## config.mk

```make
export PLATFORM = sky130hd
export DESIGN_NAME = i2cs_core_flat
export DESIGN_NICKNAME = d
export VERILOG_FILES = /design/src/rtl/i2cs_core_if.sv /design/src/rtl/i2cs_core.sv /design/src/flat_wrapper.sv
export SDC_FILE = /design/constraint.sdc
export NUM_CORES = 1
export LEC_CHECK = 0
export ABC_AREA = 1
export CORE_UTILIZATION = 30
export DETAILED_ROUTE_END_ITERATION = 10
export GPL_ROUTABILITY_DRIVEN = 0
export SLEW_MARGIN = 20
export SYNTH_ARGS = -nofsm -noshare
export SYNTH_HDL_FRONTEND = slang
export SYNTH_SLANG_ARGS = --single-unit
```

## constraint.sdc

```tcl
create_clock -name sys_clk -period 3.6 [get_ports sys_clk]
set_clock_uncertainty 0.05 [all_clocks]
set_input_delay 1.08 -clock sys_clk [delete_from_list [all_inputs] [get_ports sys_clk]]
set_output_delay 1.08 -clock sys_clk [all_outputs]
set_load 0.05 [all_outputs]
```

## src/rtl/i2cs_core_if.sv

```systemverilog
// i2cs_core_if -- register-bus side of the I2C slave engine.
//
// Groups the byte-level write/read handshake between the I2C slave core and
// the local register block.
//   master modport : used by i2cs_core (issues write pulses and read requests)
//   slave  modport : used by the register block (supplies read data/ack)
// Signals:
//   wr_valid  one-cycle pulse, wr_offset/wr_data hold a received byte
//   rd_req    one-cycle pulse, fetch the byte at rd_offset
//   rd_data   read byte returned by the register block
//   rd_ack    read data valid (only used when clock stretching is built in)
`timescale 1ns/1ps
interface i2cs_core_if;
    logic       wr_valid;
    logic [7:0] wr_offset;
    logic [7:0] wr_data;
    logic       rd_req;
    logic [7:0] rd_offset;
    logic [7:0] rd_data;
    logic       rd_ack;

    modport master (
        output wr_valid, wr_offset, wr_data, rd_req, rd_offset,
        input  rd_data, rd_ack
    );

    modport slave (
        input  wr_valid, wr_offset, wr_data, rd_req, rd_offset,
        output rd_data, rd_ack
    );
endinterface

```

## src/rtl/i2cs_core.sv

```systemverilog
// i2cs_core -- I2C slave engine with 7-bit address match, one-byte
// auto-incrementing register offset and a register-bus byte interface.
//
// Ports:
//   sys_clk, sys_rst      clock, asynchronous active-low reset
//   slave_id[6:0]         device address to match (0 = general call, never matched)
//   io_scl_in/io_sda_in   pad inputs
//   io_scl_out/io_sda_out tied 0 (open drain)
//   io_scl_oe             1 = pull SCL low (clock stretch only)
//   io_sda_oe             1 = pull SDA low
//   reg_bus               i2cs_core_if.master: write pulses and read requests
//   busy                  1 from a matched address until STOP or Sr
//   start_det/stop_det    one-cycle pulses on START/Sr and STOP
//
// Parameter HOLD_CYC (2..15): cycles from a detected SCL falling edge until
// the core changes SDA.
//
// Build option: define I2CS_STRETCH_EN to hold SCL low after each read
// request until the register block answers with rd_ack. Without it SCL is
// never driven and rd_data is captured one cycle after rd_req.
`timescale 1ns/1ps
module i2cs_core #(
    parameter int HOLD_CYC = 4
) (
    input  logic        sys_clk,
    input  logic        sys_rst,
    input  logic [6:0]  slave_id,
    input  logic        io_scl_in,
    input  logic        io_sda_in,
    output logic        io_scl_out,
    output logic        io_scl_oe,
    output logic        io_sda_out,
    output logic        io_sda_oe,
    i2cs_core_if.master reg_bus,
    output logic        busy,
    output logic        start_det,
    output logic        stop_det
);

    localparam logic [3:0] HOLD = HOLD_CYC[3:0];

    typedef enum logic [3:0] {
        IDLE,
        ADDR,
        ADDR_ACK,
        IGNORE,
        OFFS,
        OFFS_ACK,
        WDATA,
        WDATA_ACK,
        RDATA,
        RDATA_ACK,
        WAIT_P
    } state_t;

    // ------------------------------------------------------------------
    // Input conditioning: 2-flop synchronizer plus 1-flop history per line
    // ------------------------------------------------------------------
    logic scl_meta_reg, scl_sync_reg, scl_hist_reg;
    logic sda_meta_reg, sda_sync_reg, sda_hist_reg;

    always_ff @(posedge sys_clk or negedge sys_rst) begin
        if (!sys_rst) begin
            scl_meta_reg <= 1'b1;
            scl_sync_reg <= 1'b1;
            scl_hist_reg <= 1'b1;
            sda_meta_reg <= 1'b1;
            sda_sync_reg <= 1'b1;
            sda_hist_reg <= 1'b1;
        end else begin
            scl_meta_reg <= io_scl_in;
            scl_sync_reg <= scl_meta_reg;
            scl_hist_reg <= scl_sync_reg;
            sda_meta_reg <= io_sda_in;
            sda_sync_reg <= sda_meta_reg;
            sda_hist_reg <= sda_sync_reg;
        end
    end

    logic scl_rise, scl_fall, start_cond, stop_cond, hold_fire, drive_ok;
    logic [7:0] rx_byte;

    assign scl_rise   = scl_sync_reg & ~scl_hist_reg;
    assign scl_fall   = ~scl_sync_reg & scl_hist_reg;
    // SCL must be high in both the current and previous sample, so an SDA
    // change that lands in the same cycle as an SCL release is not mistaken
    // for START/STOP.
    assign start_cond = scl_sync_reg & scl_hist_reg & sda_hist_reg & ~sda_sync_reg;
    assign stop_cond  = scl_sync_reg & scl_hist_reg & ~sda_hist_reg & sda_sync_reg;

    // ------------------------------------------------------------------
    // State and datapath registers
    // ------------------------------------------------------------------
    state_t     state_reg, state_next;
    logic [2:0] bit_cnt_reg, bit_cnt_next;
    logic [6:0] rx_reg, rx_next;
    logic [7:0] tx_reg, tx_next;
    logic [7:0] offset_reg, offset_next;
    logic       rw_reg, rw_next;
    logic       ack_phase_reg, ack_phase_next;   // 1 while in the ACK bit itself
    logic       mack_reg, mack_next;             // master ACK sampled after a read byte
    logic       sda_oe_reg, sda_oe_next;
    logic       busy_reg, busy_next;
    logic       wr_valid_reg, wr_valid_next;
    logic [7:0] wr_offset_reg, wr_offset_next;
    logic [7:0] wr_data_reg, wr_data_next;
    logic       rd_req_reg, rd_req_next;
    logic [7:0] rd_offset_reg, rd_offset_next;
    logic       start_det_reg, start_det_next;
    logic       stop_det_reg, stop_det_next;
    logic       inc_pend_reg, inc_pend_next;     // offset bump one cycle after wr_valid
    logic [3:0] hold_cnt_reg, hold_cnt_next;
`ifdef I2CS_STRETCH_EN
    logic       scl_oe_reg, scl_oe_next;
    logic       wait_ack_reg, wait_ack_next;
`endif

    assign hold_fire = (hold_cnt_reg == 4'd1);
    assign rx_byte   = {rx_reg, sda_sync_reg};

`ifdef I2CS_STRETCH_EN
    // While waiting for rd_ack the shift register is stale; do not drive it.
    assign drive_ok = hold_fire & ~wait_ack_reg;
`else
    assign drive_ok = hold_fire;
`endif

    always_ff @(posedge sys_clk or negedge sys_rst) begin
        if (!sys_rst) begin
            state_reg     <= IDLE;
            bit_cnt_reg   <= 3'd0;
            rx_reg        <= 7'd0;
            tx_reg        <= 8'd0;
            offset_reg    <= 8'd0;
            rw_reg        <= 1'b0;
            ack_phase_reg <= 1'b0;
            mack_reg      <= 1'b0;
            sda_oe_reg    <= 1'b0;
            busy_reg      <= 1'b0;
            wr_valid_reg  <= 1'b0;
            wr_offset_reg <= 8'd0;
            wr_data_reg   <= 8'd0;
            rd_req_reg    <= 1'b0;
            rd_offset_reg <= 8'd0;
            start_det_reg <= 1'b0;
            stop_det_reg  <= 1'b0;
            inc_pend_reg  <= 1'b0;
            hold_cnt_reg  <= 4'd0;
`ifdef I2CS_STRETCH_EN
            scl_oe_reg    <= 1'b0;
            wait_ack_reg  <= 1'b0;
`endif
        end else begin
            state_reg     <= state_next;
            bit_cnt_reg   <= bit_cnt_next;
            rx_reg        <= rx_next;
            tx_reg        <= tx_next;
            offset_reg    <= offset_next;
            rw_reg        <= rw_next;
            ack_phase_reg <= ack_phase_next;
            mack_reg      <= mack_next;
            sda_oe_reg    <= sda_oe_next;
            busy_reg      <= busy_next;
            wr_valid_reg  <= wr_valid_next;
            wr_offset_reg <= wr_offset_next;
            wr_data_reg   <= wr_data_next;
            rd_req_reg    <= rd_req_next;
            rd_offset_reg <= rd_offset_next;
            start_det_reg <= start_det_next;
            stop_det_reg  <= stop_det_next;
            inc_pend_reg  <= inc_pend_next;
            hold_cnt_reg  <= hold_cnt_next;
`ifdef I2CS_STRETCH_EN
            scl_oe_reg    <= scl_oe_next;
            wait_ack_reg  <= wait_ack_next;
`endif
        end
    end

    // ------------------------------------------------------------------
    // Next-state and datapath logic
    // ------------------------------------------------------------------
    always_comb begin
        state_next     = state_reg;
        bit_cnt_next   = bit_cnt_reg;
        rx_next        = rx_reg;
        tx_next        = tx_reg;
        offset_next    = offset_reg;
        rw_next        = rw_reg;
        ack_phase_next = ack_phase_reg;
        mack_next      = mack_reg;
        sda_oe_next    = sda_oe_reg;
        busy_next      = busy_reg;
        wr_valid_next  = 1'b0;
        wr_offset_next = wr_offset_reg;
        wr_data_next   = wr_data_reg;
        rd_req_next    = 1'b0;
        rd_offset_next = rd_offset_reg;
        start_det_next = 1'b0;
        stop_det_next  = 1'b0;
        inc_pend_next  = 1'b0;
        hold_cnt_next  = hold_cnt_reg;
`ifdef I2CS_STRETCH_EN
        scl_oe_next    = scl_oe_reg;
        wait_ack_next  = wait_ack_reg;
`endif

        // Hold timer: restarted on every SCL fall, SDA updates when it expires.
        if (scl_fall) begin
            hold_cnt_next = HOLD;
        end else if (hold_cnt_reg != 4'd0) begin
            hold_cnt_next = hold_cnt_reg - 4'd1;
        end

        if (inc_pend_reg) begin
            offset_next = offset_reg + 8'd1;
        end

        // SDA value for the bit that starts after this falling edge.
        if (drive_ok) begin
            case (state_reg)
                ADDR_ACK, OFFS_ACK, WDATA_ACK: sda_oe_next = ack_phase_reg;
                RDATA:                         sda_oe_next = ~tx_reg[7];
                default:                       sda_oe_next = 1'b0;
            endcase
        end

        // Read data capture.
`ifdef I2CS_STRETCH_EN
        if (wait_ack_reg && reg_bus.rd_ack) begin
            tx_next       = reg_bus.rd_data;
            wait_ack_next = 1'b0;
            scl_oe_next   = 1'b0;
            // If the hold time already elapsed while SCL was stretched, put
            // the first bit on SDA now, before SCL can rise.
            if (hold_cnt_reg <= 4'd1) begin
                sda_oe_next = ~reg_bus.rd_data[7];
            end
        end
`else
        if (rd_req_reg) begin
            tx_next = reg_bus.rd_data;
        end
`endif

        if (start_cond) begin
            state_next     = ADDR;
            bit_cnt_next   = 3'd0;
            sda_oe_next    = 1'b0;
            busy_next      = 1'b0;
            ack_phase_next = 1'b0;
            start_det_next = 1'b1;
`ifdef I2CS_STRETCH_EN
            scl_oe_next    = 1'b0;
            wait_ack_next  = 1'b0;
`endif
        end else if (stop_cond) begin
            state_next     = IDLE;
            bit_cnt_next   = 3'd0;
            sda_oe_next    = 1'b0;
            busy_next      = 1'b0;
            ack_phase_next = 1'b0;
            stop_det_next  = 1'b1;
`ifdef I2CS_STRETCH_EN
            scl_oe_next    = 1'b0;
            wait_ack_next  = 1'b0;
`endif
        end else begin
            case (state_reg)
                ADDR, OFFS, WDATA: begin
                    if (scl_rise) begin
                        rx_next      = rx_byte[6:0];
                        bit_cnt_next = bit_cnt_reg + 3'd1;
                        if (bit_cnt_reg == 3'd7) begin
                            bit_cnt_next = 3'd0;
                            if (state_reg == ADDR) begin
                                if (rx_byte[7:1] == slave_id && rx_byte[7:1] != 7'd0) begin
                                    state_next = ADDR_ACK;
                                    rw_next    = rx_byte[0];
                                    busy_next  = 1'b1;
                                end else begin
                                    state_next = IGNORE;
                                end
                            end else if (state_reg == OFFS) begin
                                offset_next = rx_byte;
                                state_next  = OFFS_ACK;
                            end else begin
                                wr_valid_next  = 1'b1;
                                wr_offset_next = offset_reg;
                                wr_data_next   = rx_byte;
                                inc_pend_next  = 1'b1;
                                state_next     = WDATA_ACK;
                            end
                        end
                    end
                end

                // First fall ends the 8th bit and opens the ACK bit; the
                // second fall closes the ACK bit.
                ADDR_ACK, OFFS_ACK, WDATA_ACK: begin
                    if (scl_fall) begin
                        if (!ack_phase_reg) begin
                            ack_phase_next = 1'b1;
                        end else begin
                            ack_phase_next = 1'b0;
                            bit_cnt_next   = 3'd0;
                            if (state_reg == ADDR_ACK && rw_reg) begin
                                state_next     = RDATA;
                                rd_req_next    = 1'b1;
                                rd_offset_next = offset_reg;
`ifdef I2CS_STRETCH_EN
                                scl_oe_next    = 1'b1;
                                wait_ack_next  = 1'b1;
`endif
                            end else if (state_reg == ADDR_ACK) begin
                                state_next = OFFS;
                            end else begin
                                state_next = WDATA;
                            end
                        end
                    end
                end

                RDATA: begin
                    if (scl_fall) begin
                        if (bit_cnt_reg == 3'd7) begin
                            bit_cnt_next = 3'd0;
                            offset_next  = offset_reg + 8'd1;
                            state_next   = RDATA_ACK;
                        end else begin
                            bit_cnt_next = bit_cnt_reg + 3'd1;
                            tx_next      = {tx_reg[6:0], 1'b0};
                        end
                    end
                end

                RDATA_ACK: begin
                    if (scl_rise) begin
                        mack_next = sda_sync_reg;
                    end
                    if (scl_fall) begin
                        if (!mack_reg) begin
                            state_next     = RDATA;
                            bit_cnt_next   = 3'd0;
                            rd_req_next    = 1'b1;
                            rd_offset_next = offset_reg;
`ifdef I2CS_STRETCH_EN
                            scl_oe_next    = 1'b1;
                            wait_ack_next  = 1'b1;
`endif
                        end else begin
                            state_next = WAIT_P;
                        end
                    end
                end

                default: begin
                    // IDLE, IGNORE, WAIT_P: only START/STOP move on.
                end
            endcase
        end
    end

    // ------------------------------------------------------------------
    // Outputs
    // ------------------------------------------------------------------
    assign io_scl_out = 1'b0;
    assign io_sda_out = 1'b0;
    assign io_sda_oe  = sda_oe_reg;
`ifdef I2CS_STRETCH_EN
    assign io_scl_oe  = scl_oe_reg;
`else
    assign io_scl_oe  = 1'b0;
`endif

    assign busy      = busy_reg;
    assign start_det = start_det_reg;
    assign stop_det  = stop_det_reg;

    assign reg_bus.wr_valid  = wr_valid_reg;
    assign reg_bus.wr_offset = wr_offset_reg;
    assign reg_bus.wr_data   = wr_data_reg;
    assign reg_bus.rd_req    = rd_req_reg;
    assign reg_bus.rd_offset = rd_offset_reg;

endmodule

```

## src/flat_wrapper.sv

```systemverilog
// flat-port wrapper written by rule: the top's interface ports become plain ports
module i2cs_core_flat 
#(
    parameter int HOLD_CYC = 4
)
  (sys_clk, sys_rst, slave_id, io_scl_in, io_sda_in, io_scl_out, io_scl_oe, io_sda_out, io_sda_oe, busy, start_det, stop_det, reg_bus_wr_valid, reg_bus_wr_offset, reg_bus_wr_data, reg_bus_rd_req, reg_bus_rd_offset, reg_bus_rd_data, reg_bus_rd_ack);
  i2cs_core_if reg_bus_i ();
  input  logic sys_clk;
  input  logic sys_rst;
  input  logic [6:0] slave_id;
  input  logic io_scl_in;
  input  logic io_sda_in;
  output logic io_scl_out;
  output logic io_scl_oe;
  output logic io_sda_out;
  output logic io_sda_oe;
  output logic busy;
  output logic start_det;
  output logic stop_det;
  output wire logic [$bits(reg_bus_i.wr_valid)-1:0] reg_bus_wr_valid;
  output wire logic [$bits(reg_bus_i.wr_offset)-1:0] reg_bus_wr_offset;
  output wire logic [$bits(reg_bus_i.wr_data)-1:0] reg_bus_wr_data;
  output wire logic [$bits(reg_bus_i.rd_req)-1:0] reg_bus_rd_req;
  output wire logic [$bits(reg_bus_i.rd_offset)-1:0] reg_bus_rd_offset;
  input wire logic [$bits(reg_bus_i.rd_data)-1:0] reg_bus_rd_data;
  input wire logic [$bits(reg_bus_i.rd_ack)-1:0] reg_bus_rd_ack;
  assign reg_bus_wr_valid = reg_bus_i.wr_valid;
  assign reg_bus_wr_offset = reg_bus_i.wr_offset;
  assign reg_bus_wr_data = reg_bus_i.wr_data;
  assign reg_bus_rd_req = reg_bus_i.rd_req;
  assign reg_bus_rd_offset = reg_bus_i.rd_offset;
  assign reg_bus_i.rd_data = reg_bus_rd_data;
  assign reg_bus_i.rd_ack = reg_bus_rd_ack;
  i2cs_core #(.HOLD_CYC(HOLD_CYC)) u_core (.sys_clk(sys_clk), .sys_rst(sys_rst), .slave_id(slave_id), .io_scl_in(io_scl_in), .io_sda_in(io_sda_in), .io_scl_out(io_scl_out), .io_scl_oe(io_scl_oe), .io_sda_out(io_sda_out), .io_sda_oe(io_sda_oe), .reg_bus(reg_bus_i), .busy(busy), .start_det(start_det), .stop_det(stop_det));
endmodule
```

==> results of run 1 <==
==> cell usage in the layout, fill, tap and decap left out, drive strengths merged <==
cell / instances
nor3: 3
o21ai: 44
nor3b: 2
dfrtp: 67
nand3: 46
or2: 1
clkinvlp: 1
nor2: 37
bufinv: 1
xnor2: 2
dfstp: 6
xor2: 4
nand2: 175
nand4: 7
o211ai: 11
o22ai: 1
o21bai: 1
ha: 6
clkinv: 2
inv: 67
a31oi: 8
a21oi: 4
buf: 3
nand3b: 1
conb: 3
clkdlybuf4s50: 47
clkbuf: 13
==> synthesized netlist by cell type, drive strengths merged (2+ instances only) <==
master  instances
nand2         175
dfrtp          67
inv            67
nand3          46
o21ai          44
nor2           37
buf            12
o211ai         11
a31oi           8
nand4           7
dfstp           6
ha              6
a21oi           4
xor2            4
nor3            3
clkbuf          2
nor3b           2
xnor2           2
==> final timing paths <==
kind | endpoint | slack (ns)
worst max-delay path | reg_bus_wr_valid | 0.69
worst min-delay path | u_core.scl_sync_reg | 0.30
worst max register to register | u_core.offset_reg[6] | 1.39
worst min register to register | u_core.scl_sync_reg | 0.30
max in group asynchronous | u_core.scl_meta_reg | 1.98
min in group asynchronous | u_core.reg_bus.wr_offset[2] | 0.68
==> cell families (layout without fill, tap and decap cells) <==
logic type / count (synthesis) / in the layout / synth area share (%)
AO/OA/AOI/OAI: 69 / 69 / 11.35
XOR/XNOR: 6 / 6 / 1.324
adder cells (fa/ha/maj): 6 / 6 / 1.892
buffers and inverters: 82 / 134 / 8.827
flip-flops: 73 / 73 / 46.22
other: 1 / 3 / 0.09449
AND/OR/NAND/NOR: 272 / 272 / 30.30
==> power by group <==
part           internal [uW]  leakage, uW  switching (uW)
Combinational            299      0.00133             601
Clock                    536     0.000134             327
Sequential               942     0.000937             137
Total                   1780      0.00241            1070
==> area by class of cell <==
type	count	area (um2)	area share, %
sequential	73	1834	37.67
multi-input combinational	356	1792	36.79
tap	172	215.2	4.419
clock inverter	3	42.54	0.8736
inverter	68	255.2	5.242
timing repair buffer	50	490.5	10.07
clock buffer	13	240.2	4.933
==> per-stage QoR <==
stage / instances / hold WS [ns] / setup slack [ns] / cell area (um2)
6_report: 735 / 0.3044 / 0.6920 / 4870
5_1_grt: 735 / 0.3099 / 0.6616 / 4870
4_1_cts: 735 / 0.3046 / 0.6897 / 4870
3_5_place_dp: 719 / 0.2968 / 1.064 / 4587
3_3_place_gp: 719 / 0.2962 / 1.068 / 4587
2_1_floorplan: 511 / 0.2952 / 1.793 / 3976
==> layer usage <==
layer / vias up / global-route usage (%) / wire [um]
li1: 1720 / - / -
met1: 1565 / 18.26 / 4222
met2: 74 / 23.59 / 4220
met3: 12 / 4.068 / 445
met4: 0 / 6.329 / 155
met5: - / 0 / 0
==> flow_metrics.env, run 1 <==
export IMPL_status="finished, final reports clean"
export IMPL_crit_start="u_core.inc_pend_reg"
export IMPL_cellPowerDensity_nw_per_um2=583.7
export IMPL_dr_total_vias=3371
export IMPL_worst_slew_pin_slew_ns=0.6308
export IMPL_die_area_um2=13690
export IMPL_synthDominantCellAreaShare_pct=42.24
export IMPL_grt_max_degree=34
export IMPL_die_h_um=117.0
export IMPL_crit_path_top_delay_cell="clkdlybuf4s50_1"
export IMPL_num_io_pins=53
export IMPL_cts_tree="done"
export IMPL_max_cap_violations=0
export IMPL_synth_yosys_seq_area_share_pct=46.22
export IMPL_critical_path_max_stage_delay_ns=0.88
export IMPL_cp_end_kind="primary output"
export IMPL_cts_resized_gates=0
export IMPL_io_buffer_count=48
export IMPL_cts_buffers=9
export IMPL_grt_pass1_wl_um=15010
export IMPL_clk_pin_slew_worst_paths_ns=0.05
export IMPL_post_cts_buffers=0
export IMPL_first_pass_iters=4
export IMPL_htree_levels=3
export IMPL_hold_path_cell_count=0
export IMPL_netlist_area_um2=3969
export IMPL_final_hold_viol_count=0
export IMPL_routed_via_density=4.586
export IMPL_async_flop_share_pct=100.0
export IMPL_cts_sinks=73
export IMPL_drtIter0Drc=198
export IMPL_cts_path_max_buffers=2
export IMPL_rsz0062_at_grt="false"
export IMPL_route_detailed_drc=0
export IMPL_synth_largest_area_cell="dfrtp_1"
export IMPL_leakagePower_uw=0.002405
export IMPL_area_growth_syn_to_layout_pct=22.70
export IMPL_period_minus_slack_ns=2.908
export IMPL_min_path_type="reg2reg"
export IMPL_ctsRootBufferMaster="clkbuf_16"
export IMPL_synth_main_ff_cell="dfrtp_1"
export IMPL_core_area_um2=12770
export IMPL_initial_core_util_pct=31.07
export IMPL_cpLargestDelayFamily="buffers and inverters"
export IMPL_hold_start="u_core.scl_meta_reg"
export IMPL_avgSynthCellArea_um2=7.797
export IMPL_gr_total_overflow=0
export IMPL_worst_ep_required_time_ns=2.47
export IMPL_critPathMaxFanout=9
export IMPL_holdBufCountCts=0
export IMPL_antenna_cells=0
export IMPL_maxSlewViolCount=0
export IMPL_timing_final_crit_share_pct=80.78
export IMPL_dp_hpwl_um=6777
export IMPL_antenna_left=0
export IMPL_yosys_warnings=0
export IMPL_clock_fmax_ghz=0.3439
export IMPL_fp_dieW_um=117.0
export IMPL_worst_path_stages=1
export IMPL_clk_latency_ns=0.34
export IMPL_worstSetupPathType="reg2out"
export IMPL_grt_antenna_before_repair=0
export IMPL_grt_pass1_vias=3156
export IMPL_ir_drop_v=0.0003206
export IMPL_slew_headroom_pct=57.87
export IMPL_wl_per_cell_um=12.30
export IMPL_setup_tns_ns=0
export IMPL_num_rows=41
export IMPL_fin_util_pct=38.12
export IMPL_nFillCells=1285
export IMPL_synth_edf_count=0
export IMPL_yosysUniqueCellTypes=38
export IMPL_setup_viol=0
export IMPL_layout_drive_gt1_share_pct=10.48
export IMPL_track_usage_pct=14.58
export IMPL_nNetsFinal=584
export IMPL_cp_num_buf_inv=1
export IMPL_ff2ff_path_depth=9
export IMPL_synthTopCellsByArea="dfrtp_1 42%, nand2_1 16%, inv_1 5.8%"
export IMPL_wl_um=9043
export IMPL_ys_ff_latch=73
export IMPL_regToRegStartpoint="u_core.bit_cnt_reg[0]"
export IMPL_start_kind="flip-flop"
export IMPL_synth_cells=509
export IMPL_cp_arrival_ns=1.78
export IMPL_cp_cell_sequence="clkdlybuf4s50_1"
export IMPL_finalPower_uw=2842
Power figures use the tool's default switching activity.
==> run 2, diff against run 1 <==
==> constraint.sdc (replaced) <==
create_clock -name sys_clk -period 2.6 [get_ports sys_clk]
set_clock_uncertainty 0.05 [all_clocks]
set_input_delay 0.78 -clock sys_clk [delete_from_list [all_inputs] [get_ports sys_clk]]
set_output_delay 0.78 -clock sys_clk [all_outputs]
set_load 0.05 [all_outputs]
==> run 2 against run 1 <==
Worst hold slack got worse by 0.00051 ns. Core utilization increased by 0.41 points. Combinational power increased by 40%. Via count increased by 1.0%. Critical path depth unchanged. Highest routed layer unchanged.
==> flow_metrics.env, run 2 (same netlist as run 1, synthesis figures left out) <==
export IMPL_status="finished, final reports clean"
export IMPL_final_hold_viol_count=0
export IMPL_io_buffer_count=48
export IMPL_setup_tns_ns=0
export IMPL_critPathMaxFanout=2
export IMPL_nNetsFinal=588
export IMPL_clk_latency_ns=0.34
export IMPL_start_kind="flip-flop"
export IMPL_antenna_cells=0
export IMPL_stdcell_area_um2=4922
export IMPL_num_rows=41
export IMPL_cts_tree="done"
export IMPL_ctsRootBufferMaster="clkbuf_16"
export IMPL_maxSlewViolCount=0
export IMPL_grt_pass1_vias=3441
export IMPL_cts_buffers=9
export IMPL_post_cts_buffers=0
export IMPL_setup_viol=0
export IMPL_final_cells=739
export IMPL_route_detailed_drc=0
export IMPL_r2r_end="u_core.offset_reg[6]"
export IMPL_critical_path_max_stage_delay_ns=0.81
export IMPL_first_pass_iters=4
export IMPL_wl_um=9262
export IMPL_fin_util_pct=38.53
export IMPL_cpLargestDelayFamily="buffers and inverters"
export IMPL_grt_pass1_wl_um=15800
export IMPL_die_h_um=117.0
export IMPL_crit_path_top_delay_cell="clkdlybuf4s50_1"
export IMPL_holdBufCountCts=0
export IMPL_worstSetupPathType="reg2out"
export IMPL_worst_slew_pin_slew_ns=0.6538
export IMPL_hold_path_end="u_core.scl_sync_reg"
export IMPL_ir_drop_v=0.0005503
export IMPL_initial_core_util_pct=31.07
export IMPL_dp_cells=723
export IMPL_grt_max_degree=34
export IMPL_clk_pin_slew_worst_paths_ns=0.06
export IMPL_cts_path_max_buffers=2
export IMPL_hold_path_cell_count=0
export IMPL_cp_end_kind="primary output"
export IMPL_cts_resized_gates=0
export IMPL_period_minus_slack_ns=2.342
export IMPL_leakagePower_uw=0.002441
export IMPL_regToRegStartpoint="u_core.bit_cnt_reg[0]"
export IMPL_cp_cell_sequence="clkdlybuf4s50_1"
export IMPL_worst_ep_required_time_ns=1.77
export IMPL_cts_sinks=73
export IMPL_track_usage_pct=14.95
export IMPL_drtIter0Drc=181
export IMPL_area_growth_syn_to_layout_pct=24.02
export IMPL_whs_ns=0.3039
export IMPL_rsz0062_at_grt="false"
export IMPL_core_area_um2=12770
export IMPL_layout_common_cells="170 x nand2_1, 67 x dfrtp_1, 61 x inv_1"
export IMPL_min_path_type="reg2reg"
export IMPL_die_area_um2=13690
export IMPL_crit_start="u_core.reg_bus.rd_offset[7]"
export IMPL_dp_hpwl_um=7001
export IMPL_timing_final_crit_share_pct=90.07
export IMPL_dr_total_vias=3406
export IMPL_final_common_cell="nand2_1"
export IMPL_max_cap_violations=0
export IMPL_grt_antenna_before_repair=0
export IMPL_slew_headroom_pct=56.41
export IMPL_place_area_um2=4624
export IMPL_wl_per_cell_um=12.53
export IMPL_clock_fmax_ghz=0.4270
export IMPL_htree_levels=3
export IMPL_layout_drive_gt1_share_pct=11.99
export IMPL_cp_num_buf_inv=1
export IMPL_gr_total_overflow=0
export IMPL_fp_dieW_um=117.0
export IMPL_r2r_setup_slack_ns=0.40
export IMPL_num_io_pins=53
export IMPL_hold_start="u_core.scl_meta_reg"
export IMPL_ff2ff_path_depth=9
export IMPL_antenna_left=0
export IMPL_cp_arrival_ns=1.51
export IMPL_cellPowerDensity_nw_per_um2=807.0
export IMPL_routed_via_density=4.609
## run 2: changes by cell type in the layout (fill, tap and decap cells not counted)
cell | before | now
clkbuf_1 | 4 | 1
buf_4 | 2 | 7
clkinv_4 | 0 | 3
clkdlybuf4s50_1 | 47 | 45
buf_12 | 0 | 1
## run 2: stage by stage
stage	setup slack, ns	power (uW)
floorplan	0.8431	2420
global placement	0.4268	2717
detailed placement	0.4080	2764
CTS	0.2403	4010
global route	0.1832	4271
finish	0.2582	3972
## run 2: report_power, final
| part | switching [uW] | leakage [uW] | internal, uW | total [uW] |
|---|---|---|---|---|
| clock network | 476 | 0.000143 | 745 | 1220 |
| logic | 836 | 0.00136 | 420 | 1260 |
| registers | 191 | 0.000937 | 1300 | 1500 |
## run 2: worst max-delay path by stage
stage | to | slack [ns] | depth (start not counted)
2_1_floorplan | u_core.offset_reg[2] | 0.84 | 9
3_3_place_gp | u_core.offset_reg[4] | 0.43 | 9
3_5_place_dp | u_core.busy | 0.41 | 9
4_1_cts | reg_bus_rd_offset[7] | 0.24 | 1
5_1_grt | u_core.offset_reg[4] | 0.18 | 9
6_report | reg_bus_rd_offset[7] | 0.26 | 1
## run 2: layout make-up
type | instances | area, um2
inverter | 68 | 255.2
tap | 172 | 215.2
clock inverter | 6 | 68.82
timing repair buffer | 54 | 528.0
fill | 1312 | 7851
clock buffer | 10 | 229.0
multi-input combinational | 356 | 1792
sequential | 73 | 1834
## run 2: layer usage
| layer | share of wire, % | GRT usage, % | vias up |
|---|---|---|---|
| met2 | 48 | 25.60 | 74 |
| li1 | - | - | 1727 |
| met5 | 0 | 0 | - |
| met4 | 1.9 | 5.992 | 0 |
| met1 | 46 | 18.12 | 1590 |
| met3 | 4.4 | 3.553 | 15 |
==> run 3, diff against run 2 <==
--- a/config.mk
+++ b/config.mk
@@ -6,9 +6,11 @@
 export NUM_CORES = 1
 export LEC_CHECK = 0
 export ABC_AREA = 1
+export ABC_CLOCK_PERIOD_IN_PS = 2600
 export CORE_UTILIZATION = 30
 export DETAILED_ROUTE_END_ITERATION = 10
 export GPL_ROUTABILITY_DRIVEN = 0
+export HOLD_SLACK_MARGIN = 0.06
 export SLEW_MARGIN = 20
 export SYNTH_ARGS = -nofsm -noshare
 export SYNTH_HDL_FRONTEND = slang
==> results of run 3 <==
The final DEF is identical to that of run 2; final timing and power are the same.
